## src/rtl/video_pkg.sv

```systemverilog
// rtl/video_pkg.sv - shared pixel, raster timing and sideband types for the video pipeline
package video_pkg;

  localparam int RGBW  = 4;
  localparam int SB_XW = 16;
  localparam int SB_YW = 16;

  typedef struct packed {
    logic [RGBW-1:0] r;
    logic [RGBW-1:0] g;
    logic [RGBW-1:0] b;
  } pixel_t;

  // Line/frame geometry in pixels/lines; POL 1 means the sync pulse is high
  typedef struct packed {
    int unsigned H_ACTIVE;
    int unsigned H_FRONT;
    int unsigned H_SYNC;
    int unsigned H_BACK;
    int unsigned V_ACTIVE;
    int unsigned V_FRONT;
    int unsigned V_SYNC;
    int unsigned V_BACK;
    logic        H_POL;
    logic        V_POL;
  } timing_t;

  localparam timing_t TIMING_VGA_640x480 = '{
    H_ACTIVE: 640, H_FRONT: 16, H_SYNC: 96, H_BACK: 48,
    V_ACTIVE: 480, V_FRONT: 10, V_SYNC: 2,  V_BACK: 33,
    H_POL: 1'b0, V_POL: 1'b0
  };

endpackage

```

## src/rtl/vid_pattern_gen_if.sv

```systemverilog
// rtl/vid_pattern_gen_if.sv - pixel sideband bundle (de/sof/eol/x/y) between pipeline stages
interface vid_sideband_if;

  logic                      de;
  logic                      sof;
  logic                      eol;
  logic [video_pkg::SB_XW-1:0] x;
  logic [video_pkg::SB_YW-1:0] y;

  modport source (output de, sof, eol, x, y);
  modport sink   (input  de, sof, eol, x, y);

endinterface

```

## src/rtl/vid_pattern_gen.sv

```systemverilog
// rtl/vid_pattern_gen.sv - free-running raster timing and frame-synchronous test pattern source
module vid_pattern_gen
  import video_pkg::*;
#(
  parameter timing_t T          = TIMING_VGA_640x480,
  parameter int      CHK_LOG2   = 5,
  parameter int      GRAD_SHIFT = 2
) (
  input  logic           clk,
  input  logic           rst_n,
  input  logic           en,
  input  logic [1:0]     mode,
  input  pixel_t         solid,
  output pixel_t         px_out,
  vid_sideband_if.source sb_out,
  output logic           hsync,
  output logic           vsync
);

  localparam int unsigned H_TOTAL = T.H_ACTIVE + T.H_FRONT + T.H_SYNC + T.H_BACK;
  localparam int unsigned V_TOTAL = T.V_ACTIVE + T.V_FRONT + T.V_SYNC + T.V_BACK;
  localparam int HW = $clog2(H_TOTAL);
  localparam int VW = $clog2(V_TOTAL);

  // Region edges kept 32 bits wide so an edge equal to the total cannot wrap
  localparam logic [31:0] H_LAST     = 32'(H_TOTAL - 1);
  localparam logic [31:0] V_LAST     = 32'(V_TOTAL - 1);
  localparam logic [31:0] H_ACT_END  = 32'(T.H_ACTIVE);
  localparam logic [31:0] V_ACT_END  = 32'(T.V_ACTIVE);
  localparam logic [31:0] H_SYNC_BEG = 32'(T.H_ACTIVE + T.H_FRONT);
  localparam logic [31:0] H_SYNC_END = 32'(T.H_ACTIVE + T.H_FRONT + T.H_SYNC);
  localparam logic [31:0] V_SYNC_BEG = 32'(T.V_ACTIVE + T.V_FRONT);
  localparam logic [31:0] V_SYNC_END = 32'(T.V_ACTIVE + T.V_FRONT + T.V_SYNC);

  // Colour bar left edges, folded to constants at elaboration
  localparam logic [31:0] BAR_B [8] = '{
    32'(0),
    32'((1 * T.H_ACTIVE) / 8), 32'((2 * T.H_ACTIVE) / 8),
    32'((3 * T.H_ACTIVE) / 8), 32'((4 * T.H_ACTIVE) / 8),
    32'((5 * T.H_ACTIVE) / 8), 32'((6 * T.H_ACTIVE) / 8),
    32'((7 * T.H_ACTIVE) / 8)
  };

  logic [HW-1:0] h_cnt;
  logic [VW-1:0] v_cnt;
  logic [31:0]   h_ext;
  logic [31:0]   v_ext;
  logic          h_last;
  logic          v_last;
  logic          at_origin;
  logic          active;
  logic          in_hsync;
  logic          in_vsync;

  logic [1:0]    mode_q;
  pixel_t        solid_q;
  logic [1:0]    mode_sel;
  pixel_t        solid_sel;
  logic [2:0]    bar_idx;
  logic [RGBW-1:0] grey;
  logic          chk_bit;
  pixel_t        px_d;

  logic          de_q;
  logic          sof_q;
  logic          eol_q;
  logic [SB_XW-1:0] x_q;
  logic [SB_YW-1:0] y_q;

  assign h_ext     = 32'(h_cnt);
  assign v_ext     = 32'(v_cnt);
  assign h_last    = (h_ext == H_LAST);
  assign v_last    = (v_ext == V_LAST);
  assign at_origin = (h_cnt == '0) && (v_cnt == '0);
  assign active    = (h_ext < H_ACT_END) && (v_ext < V_ACT_END);
  assign in_hsync  = (h_ext >= H_SYNC_BEG) && (h_ext < H_SYNC_END);
  assign in_vsync  = (v_ext >= V_SYNC_BEG) && (v_ext < V_SYNC_END);

  // Raster counters: advance while enabled, snap back to the origin when disabled
  always_ff @(posedge clk or negedge rst_n) begin
    if (!rst_n) begin
      h_cnt <= '0;
      v_cnt <= '0;
    end else if (!en) begin
      h_cnt <= '0;
      v_cnt <= '0;
    end else if (h_last) begin
      h_cnt <= '0;
      v_cnt <= v_last ? '0 : v_cnt + 1'b1;
    end else begin
      h_cnt <= h_cnt + 1'b1;
    end
  end

  // Capture pattern controls at the frame origin so one frame never mixes modes
  always_ff @(posedge clk or negedge rst_n) begin
    if (!rst_n) begin
      mode_q  <= '0;
      solid_q <= '0;
    end else if (en && at_origin) begin
      mode_q  <= mode;
      solid_q <= solid;
    end
  end

  // Pattern decode; the origin pixel bypasses the latch so sof already shows the new mode
  always_comb begin
    mode_sel  = at_origin ? mode : mode_q;
    solid_sel = at_origin ? solid : solid_q;
    bar_idx   = '0;
    for (int k = 1; k < 8; k++) begin
      if (h_ext >= BAR_B[k]) bar_idx = k[2:0];
    end
    grey    = RGBW'(h_cnt >> GRAD_SHIFT);
    chk_bit = h_cnt[CHK_LOG2] ^ v_cnt[CHK_LOG2];
    px_d    = '0;
    if (active) begin
      case (mode_sel)
        2'd0: begin
          px_d.r = {RGBW{~bar_idx[1]}};
          px_d.g = {RGBW{~bar_idx[2]}};
          px_d.b = {RGBW{~bar_idx[0]}};
        end
        2'd1: begin
          px_d.r = {RGBW{chk_bit}};
          px_d.g = {RGBW{chk_bit}};
          px_d.b = {RGBW{chk_bit}};
        end
        2'd2: begin
          px_d.r = grey;
          px_d.g = grey;
          px_d.b = grey;
        end
        default: px_d = solid_sel;
      endcase
    end
  end

  // Output registers: every output is decoded from the pre-edge counters, one cycle behind
  always_ff @(posedge clk or negedge rst_n) begin
    if (!rst_n) begin
      px_out <= '0;
      de_q   <= 1'b0;
      sof_q  <= 1'b0;
      eol_q  <= 1'b0;
      x_q    <= '0;
      y_q    <= '0;
      hsync  <= ~T.H_POL;
      vsync  <= ~T.V_POL;
    end else if (!en) begin
      px_out <= '0;
      de_q   <= 1'b0;
      sof_q  <= 1'b0;
      eol_q  <= 1'b0;
      x_q    <= '0;
      y_q    <= '0;
      hsync  <= ~T.H_POL;
      vsync  <= ~T.V_POL;
    end else begin
      px_out <= px_d;
      de_q   <= active;
      sof_q  <= active && at_origin;
      eol_q  <= active && (h_ext == H_ACT_END - 32'd1);
      x_q    <= active ? SB_XW'(h_cnt) : '0;
      y_q    <= active ? SB_YW'(v_cnt) : '0;
      hsync  <= in_hsync ? T.H_POL : ~T.H_POL;
      vsync  <= in_vsync ? T.V_POL : ~T.V_POL;
    end
  end

  assign sb_out.de  = de_q;
  assign sb_out.sof = sof_q;
  assign sb_out.eol = eol_q;
  assign sb_out.x   = x_q;
  assign sb_out.y   = y_q;

endmodule

```

## src/flat_wrapper.sv

```systemverilog
// flat-port wrapper written by rule: the top's interface ports become plain ports
module vid_pattern_gen_flat import video_pkg::*;
#(
  parameter timing_t T          = TIMING_VGA_640x480,
  parameter int      CHK_LOG2   = 5,
  parameter int      GRAD_SHIFT = 2
)
  (clk, rst_n, en, mode, solid, px_out, hsync, vsync, sb_out_de, sb_out_sof, sb_out_eol, sb_out_x, sb_out_y);
  vid_sideband_if sb_out_i ();
  input  logic clk;
  input  logic rst_n;
  input  logic en;
  input  logic [1:0] mode;
  input  pixel_t solid;
  output pixel_t px_out;
  output logic hsync;
  output logic vsync;
  output wire logic [$bits(sb_out_i.de)-1:0] sb_out_de;
  output wire logic [$bits(sb_out_i.sof)-1:0] sb_out_sof;
  output wire logic [$bits(sb_out_i.eol)-1:0] sb_out_eol;
  output wire logic [$bits(sb_out_i.x)-1:0] sb_out_x;
  output wire logic [$bits(sb_out_i.y)-1:0] sb_out_y;
  assign sb_out_de = sb_out_i.de;
  assign sb_out_sof = sb_out_i.sof;
  assign sb_out_eol = sb_out_i.eol;
  assign sb_out_x = sb_out_i.x;
  assign sb_out_y = sb_out_i.y;
  vid_pattern_gen #(.T(T), .CHK_LOG2(CHK_LOG2), .GRAD_SHIFT(GRAD_SHIFT)) u_core (.clk(clk), .rst_n(rst_n), .en(en), .mode(mode), .solid(solid), .px_out(px_out), .sb_out(sb_out_i), .hsync(hsync), .vsync(vsync));
endmodule
```

## config.mk

```make
export PLATFORM = sky130hd
export DESIGN_NAME = vid_pattern_gen_flat
export DESIGN_NICKNAME = d
export VERILOG_FILES = /design/src/rtl/video_pkg.sv /design/src/rtl/vid_pattern_gen_if.sv /design/src/rtl/vid_pattern_gen.sv /design/src/flat_wrapper.sv
export SDC_FILE = /design/constraint.sdc
export NUM_CORES = 1
export LEC_CHECK = 0
export CAP_MARGIN = 25
export CORE_UTILIZATION = 54
export CTS_BUF_LIST = sky130_fd_sc_hd__clkbuf_4 sky130_fd_sc_hd__clkbuf_8
export CTS_CLUSTER_SIZE = 12
export DETAILED_ROUTE_END_ITERATION = 12
export PLACE_DENSITY = 0.8
export RECOVER_POWER = 100
export SLEW_MARGIN = 10
export SYNTH_ARGS = -nofsm -noshare
export SYNTH_HDL_FRONTEND = slang
export SYNTH_SLANG_ARGS = --single-unit
```

## constraint.sdc

```tcl
create_clock -name clk -period 2.3 [get_ports clk]
set_input_delay 0.575 -clock clk [delete_from_list [all_inputs] [get_ports clk]]
set_output_delay 0.575 -clock clk [all_outputs]
set_load 0.01 [all_outputs]
```

==> results of run 1 <==
logic make-up (layout without fill, tap and decap cells):
logic type	after synthesis	count (layout)	share of synthesized area
adder cells (fa/ha/maj)	4	4	0.0145
XOR/XNOR	8	8	0.0204
AO/OA/AOI/OAI	54	54	0.113
other	1	13	0.00109
AND/OR/NAND/NOR	141	141	0.215
multiplexers	17	17	0.0556
buffers and inverters	42	132	0.0636
flip-flops	71	71	0.517
layer usage:
layer	wire length, um	vias up
li1	-	1344
met5	0	-
met1	3370	1421
met3	589	18
met2	4190	136
met4	160	0
flip-flops by register name, summed over array words and instances, names as in the netlist:
name,flops
u_core.sb_out.eol,1
u_core.hsync,1
u_core.v_cnt,10
u_core.sb_out.de,1
u_core.px_out,12
u_core.mode_q,2
u_core.h_cnt,10
u_core.sb_out.sof,1
u_core.sb_out.x,10
u_core.sb_out.y,10
u_core.vsync,1
u_core.solid_q,12
worst max-delay path: stages, from the launching register on:
cell and delay (ns):
dfrtp_1 0.39, or3_4 0.41, nand4b_4 0.18, or2_4 0.30, mux2_4 0.34, a311oi_2 0.27
buf_4 0.17, a311oi_1 0.05
per-stage QoR:
step           setup WS [ns]  area [sq um]
6_report              0.0811          4540
5_1_grt              -0.0257          4540
4_1_cts              0.00499          4540
3_5_place_dp          -0.142          4300
3_3_place_gp         -0.0251          4300
2_1_floorplan          0.145          3490
layout by cell type, fill, tap and decap left out, types with 4 or more instances in the layout:
cell and instances:
and2_1 5, buf_4 40, o21ai_0 16, nor4_1 5
inv_1 12, and3_1 9, a311oi_1 7, o31ai_1 4
nand3_1 11, nor2_1 29, clkdlybuf4s50_1 14, xnor2_1 5
nand2_1 36, clkbuf_1 7, a21oi_1 7, ha_1 4
mux2_2 13, dlygate4sd3_1 38, nor3_1 12, and2_0 8
conb_1 13, nand2b_1 4, clkbuf_8 10, dfrtp_1 69
power by group:
part | total, W | leakage [nW] | internal (W) | switching, W
registers | 0.00145 | 0.933 | 0.00138 | 0.0000738
logic | 0.000640 | 1.09 | 0.000319 | 0.000321
clock network | 0.00112 | 0.113 | 0.000652 | 0.000470
total | 0.00321 | 2.13 | 0.00235 | 0.000865
final timing paths:
| check | slack, ns | end | from | depth (start not counted) |
|---|---|---|---|---|
| worst min register to register | 0.52 | u_core.solid_q[2]$_DFFE_PN0P_ | u_core.solid_q[2]$_DFFE_PN0P_ | 1 |
| worst max-delay path | 0.08 | u_core.px_out[9]$_DFF_PN0_ | u_core.h_cnt[7]$_DFF_PN0_ | 7 |
| max in group asynchronous | 0.54 | u_core.h_cnt[3]$_DFF_PN0_ | rst_n | 2 |
| min in group asynchronous | 0.75 | u_core.sb_out.x[2]$_DFF_PN0_ | rst_n | 2 |
| worst max register to register | 0.08 | u_core.px_out[9]$_DFF_PN0_ | u_core.h_cnt[7]$_DFF_PN0_ | 7 |
| worst min-delay path | 0.52 | u_core.solid_q[2]$_DFFE_PN0P_ | u_core.solid_q[2]$_DFFE_PN0P_ | 1 |
cells in the mapped netlist, types with 2 or more instances:
master and instances:
and3_1 9, dfstp_2 2, xnor2_1 5, nand2b_1 4, o31ai_1 5, inv_1 13
nor2_1 29, nor4_1 6, a21o_1 2, nand2_1 36, a311oi_2 2, nor2b_1 4
nor3b_1 3, a221oi_1 2, clkbuf_1 13, dfrtp_1 69, or3_1 2, xor2_1 3
nand3_1 11, a21oi_1 7, a311oi_1 7, nor3_1 12, ha_1 4, nor3_2 2
mux2i_1 3, mux2_2 13, nand4_1 2, and2_1 13, buf_4 12, buf_6 2
o21ai_0 19, a31oi_1 2
what timing repair did:
item / CTS / global route
pin swaps: 0 / 10
buffers inserted: 0 / 2
endpoints found under the setup margin: 12 / 15
gates resized for setup: 4 / 10
layout make-up:
class	count	area (sq um)
repair buffers	102	868
clock inverters	5	81.3
multi-input cells	237	1520
clock buffers	11	145
inverters	14	52.6
fillers	432	1480
well taps	75	93.8
flip-flops and latches	71	1780
==> results.toml, run 1 <==
[grt]
gr-usage-met1 = 0.336
use_met2 = 0.450
met3_usage = 0.0667
grt_max_degree = 72
grt-busiest-layer = "met2"
grt_pass1_wl_um = 13300
antenna_found_initial = 0
grt_pass1_vias = 2771
grt-ovfl-total = 0
track_usage = 0.269

[route]
viasPerCell = 5.67
drtIter0Drc = 243
routed_wl_um = 8320
vias = 2919
avgRoutedWirePerCell_um = 16.2
ant_nets = 0
firstDrtPassIters = 5
drc = 0

[clock_tree]
cts_tree = "yes"
clk_path_buf_depth = 2
htree_levels = 3
root_buffer = "clkbuf_8"
cts.clk_slew.worst_paths_ns = 0.08
hold_buffers = 0
clock_latency_ns = 0.35
clock-sinks = 71
numCtsBuffers = 9

[worst_setup_path]
cp_max_fo = 4
worstPathRequired_ns = 2.53
crit_type = "register to register"
arrival_ns = 2.45
cp-start-kind = "register"
end_kind = "register"

[worst_hold_path]
hp-class = "register to register"

[die]
dieArea_sq_um = 6700
chipWidth_um = 81.8
die_h_um = 81.8
coreArea_sq_um = 6030
rows = 28
start_util = 0.571
io_pins = 66

[synth]
synth_area_leaders = "dfrtp_1 (50%), mux2_2 (4.3%), nand2_1 (3.9%)"
ys_ff_latch = 71
synth_top_area_cell = "dfrtp_1"
ys_warn_count = 0
syn_area_per_cell_sq_um = 10.2
netlist_area_sq_um = 3440
async_flop_share = 1.00
synth_cell_types = 52
yosysSeqAreaShare = 0.517
synth_top_area_share = 0.502
ys.flop_type = "dfrtp_1"
synthCells = 338
synth_edf_count = 0

[power_and_ir_drop]
peakVddDrop_mv = 0.447
power_leakage_nw = 2.13
power_w = 0.00321
p_per_area_nw_per_um2 = 707

[sta]
rsz0062_at_grt = "yes"
fin_tns_setup_ns = 0
timing.fmax_ghz = 0.451
setup_viol = 0
drv_slew = 72
final_hold_viol_count = 0
period_share = 0.965
fin_worst_skew_ns = 0.0144
tightest_slew_ns = 1.68
slew_headroom = -0.123
whs_ns = 0.519
finalCriticalPeriod_ns = 2.22

[final_layout]
drive_gt1_frac = 0.209
synthToLayoutAreaGrowth_pct = 32.0
layout.cells.non_filler = 515
finish.utilization = 0.754
diodes = 0
nets = 456

[placed_design]
dpl.hpwl_um = 5910
dp_cells = 497
port_buffers = 53
finalWeightedCongestion = 0.927

[run_status]
outcome = "finished, violations left"
failed_checks = "capacitance limit, slew limit"

[job]
cap_violations = 1
Note: power is estimated with default switching activity, not from simulation.
==> run 2: changes to the inputs <==
--- a/config.mk
+++ b/config.mk
@@ -6,11 +6,11 @@
 export NUM_CORES = 1
 export LEC_CHECK = 0
 export CAP_MARGIN = 25
-export CORE_UTILIZATION = 54
+export CORE_UTILIZATION = 40
 export CTS_BUF_LIST = sky130_fd_sc_hd__clkbuf_4 sky130_fd_sc_hd__clkbuf_8
 export CTS_CLUSTER_SIZE = 12
 export DETAILED_ROUTE_END_ITERATION = 12
-export PLACE_DENSITY = 0.8
+export PLACE_DENSITY = 0.61
 export RECOVER_POWER = 100
 export SLEW_MARGIN = 10
 export SYNTH_ARGS = -nofsm -noshare
==> results.toml, run 2 (synthesis results as in run 1) <==
[clock_tree]
cts_tree = "yes"
clock-sinks = 71
clock_latency_ns = 0.35
clk_path_buf_depth = 2
root_buffer = "clkbuf_8"
numCtsBuffers = 9
htree_levels = 3
cts.clk_slew.worst_paths_ns = 0.07

[grt]
grt-ovfl-total = 0
track_usage = 0.190
grt_pass1_vias = 2589
antenna_found_initial = 0
grt_pass1_wl_um = 12700
grt_max_degree = 72

[die]
die_h_um = 94.7
dieArea_sq_um = 8980
chipWidth_um = 94.7
rows = 33
start_util = 0.417
coreArea_sq_um = 8260
io_pins = 66

[worst_hold_path]
hold_end = "u_core.solid_q[2]$_DFFE_PN0P_"
hp-class = "register to register"
hold_start = "u_core.solid_q[2]$_DFFE_PN0P_"
min_path_cells = 1

[route]
drc = 0
viasPerCell = 5.07
met3_length_um = 379
ant_nets = 0
avgRoutedWirePerCell_um = 14.5
drtIter0Drc = 151
route.met2.wl_um = 3780
top_layer = "met4"
routed_wl_um = 7880
met1Wirelength_um = 3590
firstDrtPassIters = 4
vias = 2748

[final_layout]
diodes = 0
nets = 454
seqCellArea_sq_um = 1780
layout.cells.non_filler = 542
largest_registers = "u_core.px_out: 12 flops, u_core.solid_q: 12 flops"
layout_commonest_cell = "dfrtp_1"
fillerInstances = 735
layout_common_cells = "dfrtp_1 (69), dlygate4sd3_1 (38), nand2_1 (36)"
synthToLayoutAreaGrowth_pct = 33.9
fin_area_sq_um = 4610
drive_gt1_frac = 0.206
multiInputGateArea_sq_um = 1530

[placed_design]
dp_cells = 526
dpl.hpwl_um = 5670
port_buffers = 53
place_area_sq_um = 4350
finalWeightedCongestion = 0.859

[sta]
tightest_slew_ns = 1.68
slew_headroom = -0.119
fin_worst_skew_ns = 0.00633
drv_slew = 72
timing.fmax_ghz = 0.458
fin_tns_setup_ns = 0
finalCriticalPeriod_ns = 2.19
period_share = 0.950
final_hold_viol_count = 0
setup_viol = 0

[worst_setup_path]
r2r_start = "u_core.v_cnt[5]$_DFFE_PN0P_"
reg2reg_slack_ns = 0.11
r2r_cells = 10
arrival_ns = 2.43
cp-start-kind = "register"
crit_type = "register to register"
crit_top_cell = "buf_4"
path_cells = "nor4_2, buf_4, nand3_1, buf_4, nor2_4, buf_4, buf_6, mux2i_1, nor2_2, nor4_1"
worstPathRequired_ns = 2.54
cp_max_fo = 9
reg2reg_to = "u_core.px_out[4]$_DFF_PN0_"
cp_slowest_stage_delay_ns = 0.39
cp_slowest_cell = "dfrtp_1"
end_kind = "register"

[run_status]
failed_checks = "capacitance limit, slew limit"
outcome = "finished, violations left"

[power_and_ir_drop]
power_leakage_nw = 2.14
p_per_area_nw_per_um2 = 721
peakVddDrop_mv = 0.320

[job]
cap_violations = 1
==> run 2: changes by cell type in the layout (fill, tap and decap cells not counted), moves of 2 or more <==
cell	delta
and2_0	-2
and2_1	+2
buf_4	-5
clkbuf_4	+2
==> run 2: power by group <==
group | switching, W | total (W) | internal [W]
clock | 0.000450 | 0.00124 | 0.000786
sequential | 0.0000697 | 0.00145 | 0.00138
combinational | 0.000314 | 0.000639 | 0.000326
total | 0.000834 | 0.00332 | 0.00249
==> run 2: worst max path at each step <==
stage,start,cells after the start,to
4_1_cts,u_core.v_cnt[6]$_DFFE_PN0P_,8,u_core.px_out[3]$_DFF_PN0_
2_1_floorplan,u_core.h_cnt[6]$_DFF_PN0_,8,u_core.px_out[10]$_DFF_PN0_
3_5_place_dp,en,5,u_core.v_cnt[9]$_DFFE_PN0P_
6_report,u_core.v_cnt[5]$_DFFE_PN0P_,10,u_core.px_out[4]$_DFF_PN0_
5_1_grt,u_core.v_cnt[5]$_DFFE_PN0P_,9,u_core.px_out[6]$_DFF_PN0_
3_3_place_gp,en,5,u_core.v_cnt[9]$_DFFE_PN0P_
==> run 2: layout make-up <==
cell class,instances,share of cell area
clock buffer,12,0.0345
inverter,14,0.0114
clock inverter,3,0.0196
sequential,71,0.386
tap,105,0.0285
timing repair buffer,100,0.188
multi-input combinational,237,0.332
==> run 2: per-stage QoR <==
| step | worst slack, ns | total power, W | hold WS [ns] | util |
|---|---|---|---|---|
| after detailed placement | -0.147 | 0.00212 | 0.496 | 0.526 |
| after global routing | -0.0236 | 0.00348 | 0.523 | 0.558 |
| after floorplan | 0.145 | 0.00182 | 0.279 | - |
| after global placement | -0.0285 | 0.00211 | 0.488 | 0.526 |
| after CTS | 0.00679 | 0.00337 | 0.257 | 0.558 |
| final | 0.114 | 0.00332 | 0.514 | 0.558 |
==> run 2: critical path: cells and delay by family (launching register included) <==
kind                   cells  cell delay, ns
buffers and inverters      4            0.61
AND/OR/NAND/NOR            5            0.86
flip-flops                 1            0.39
multiplexers               1            0.21
==> run 2: timing repair <==
action | 4_1_cts | 5_1_grt
hold endpoints to repair | 0 | 0
pin swaps | 0 | 4
gates resized for setup | 4 | 9
gates cloned | 0 | 0
buffers inserted | 0 | 1
endpoints found under the setup margin | 6 | 11
hold buffers | 0 | 0
==> run 2: per-layer routing <==
metal / track usage / up-vias
met5: 0 / -
met4: 0.0783 / 0
met3: 0.0395 / 9
met2: 0.304 / 75
met1: 0.251 / 1325
li1: - / 1339
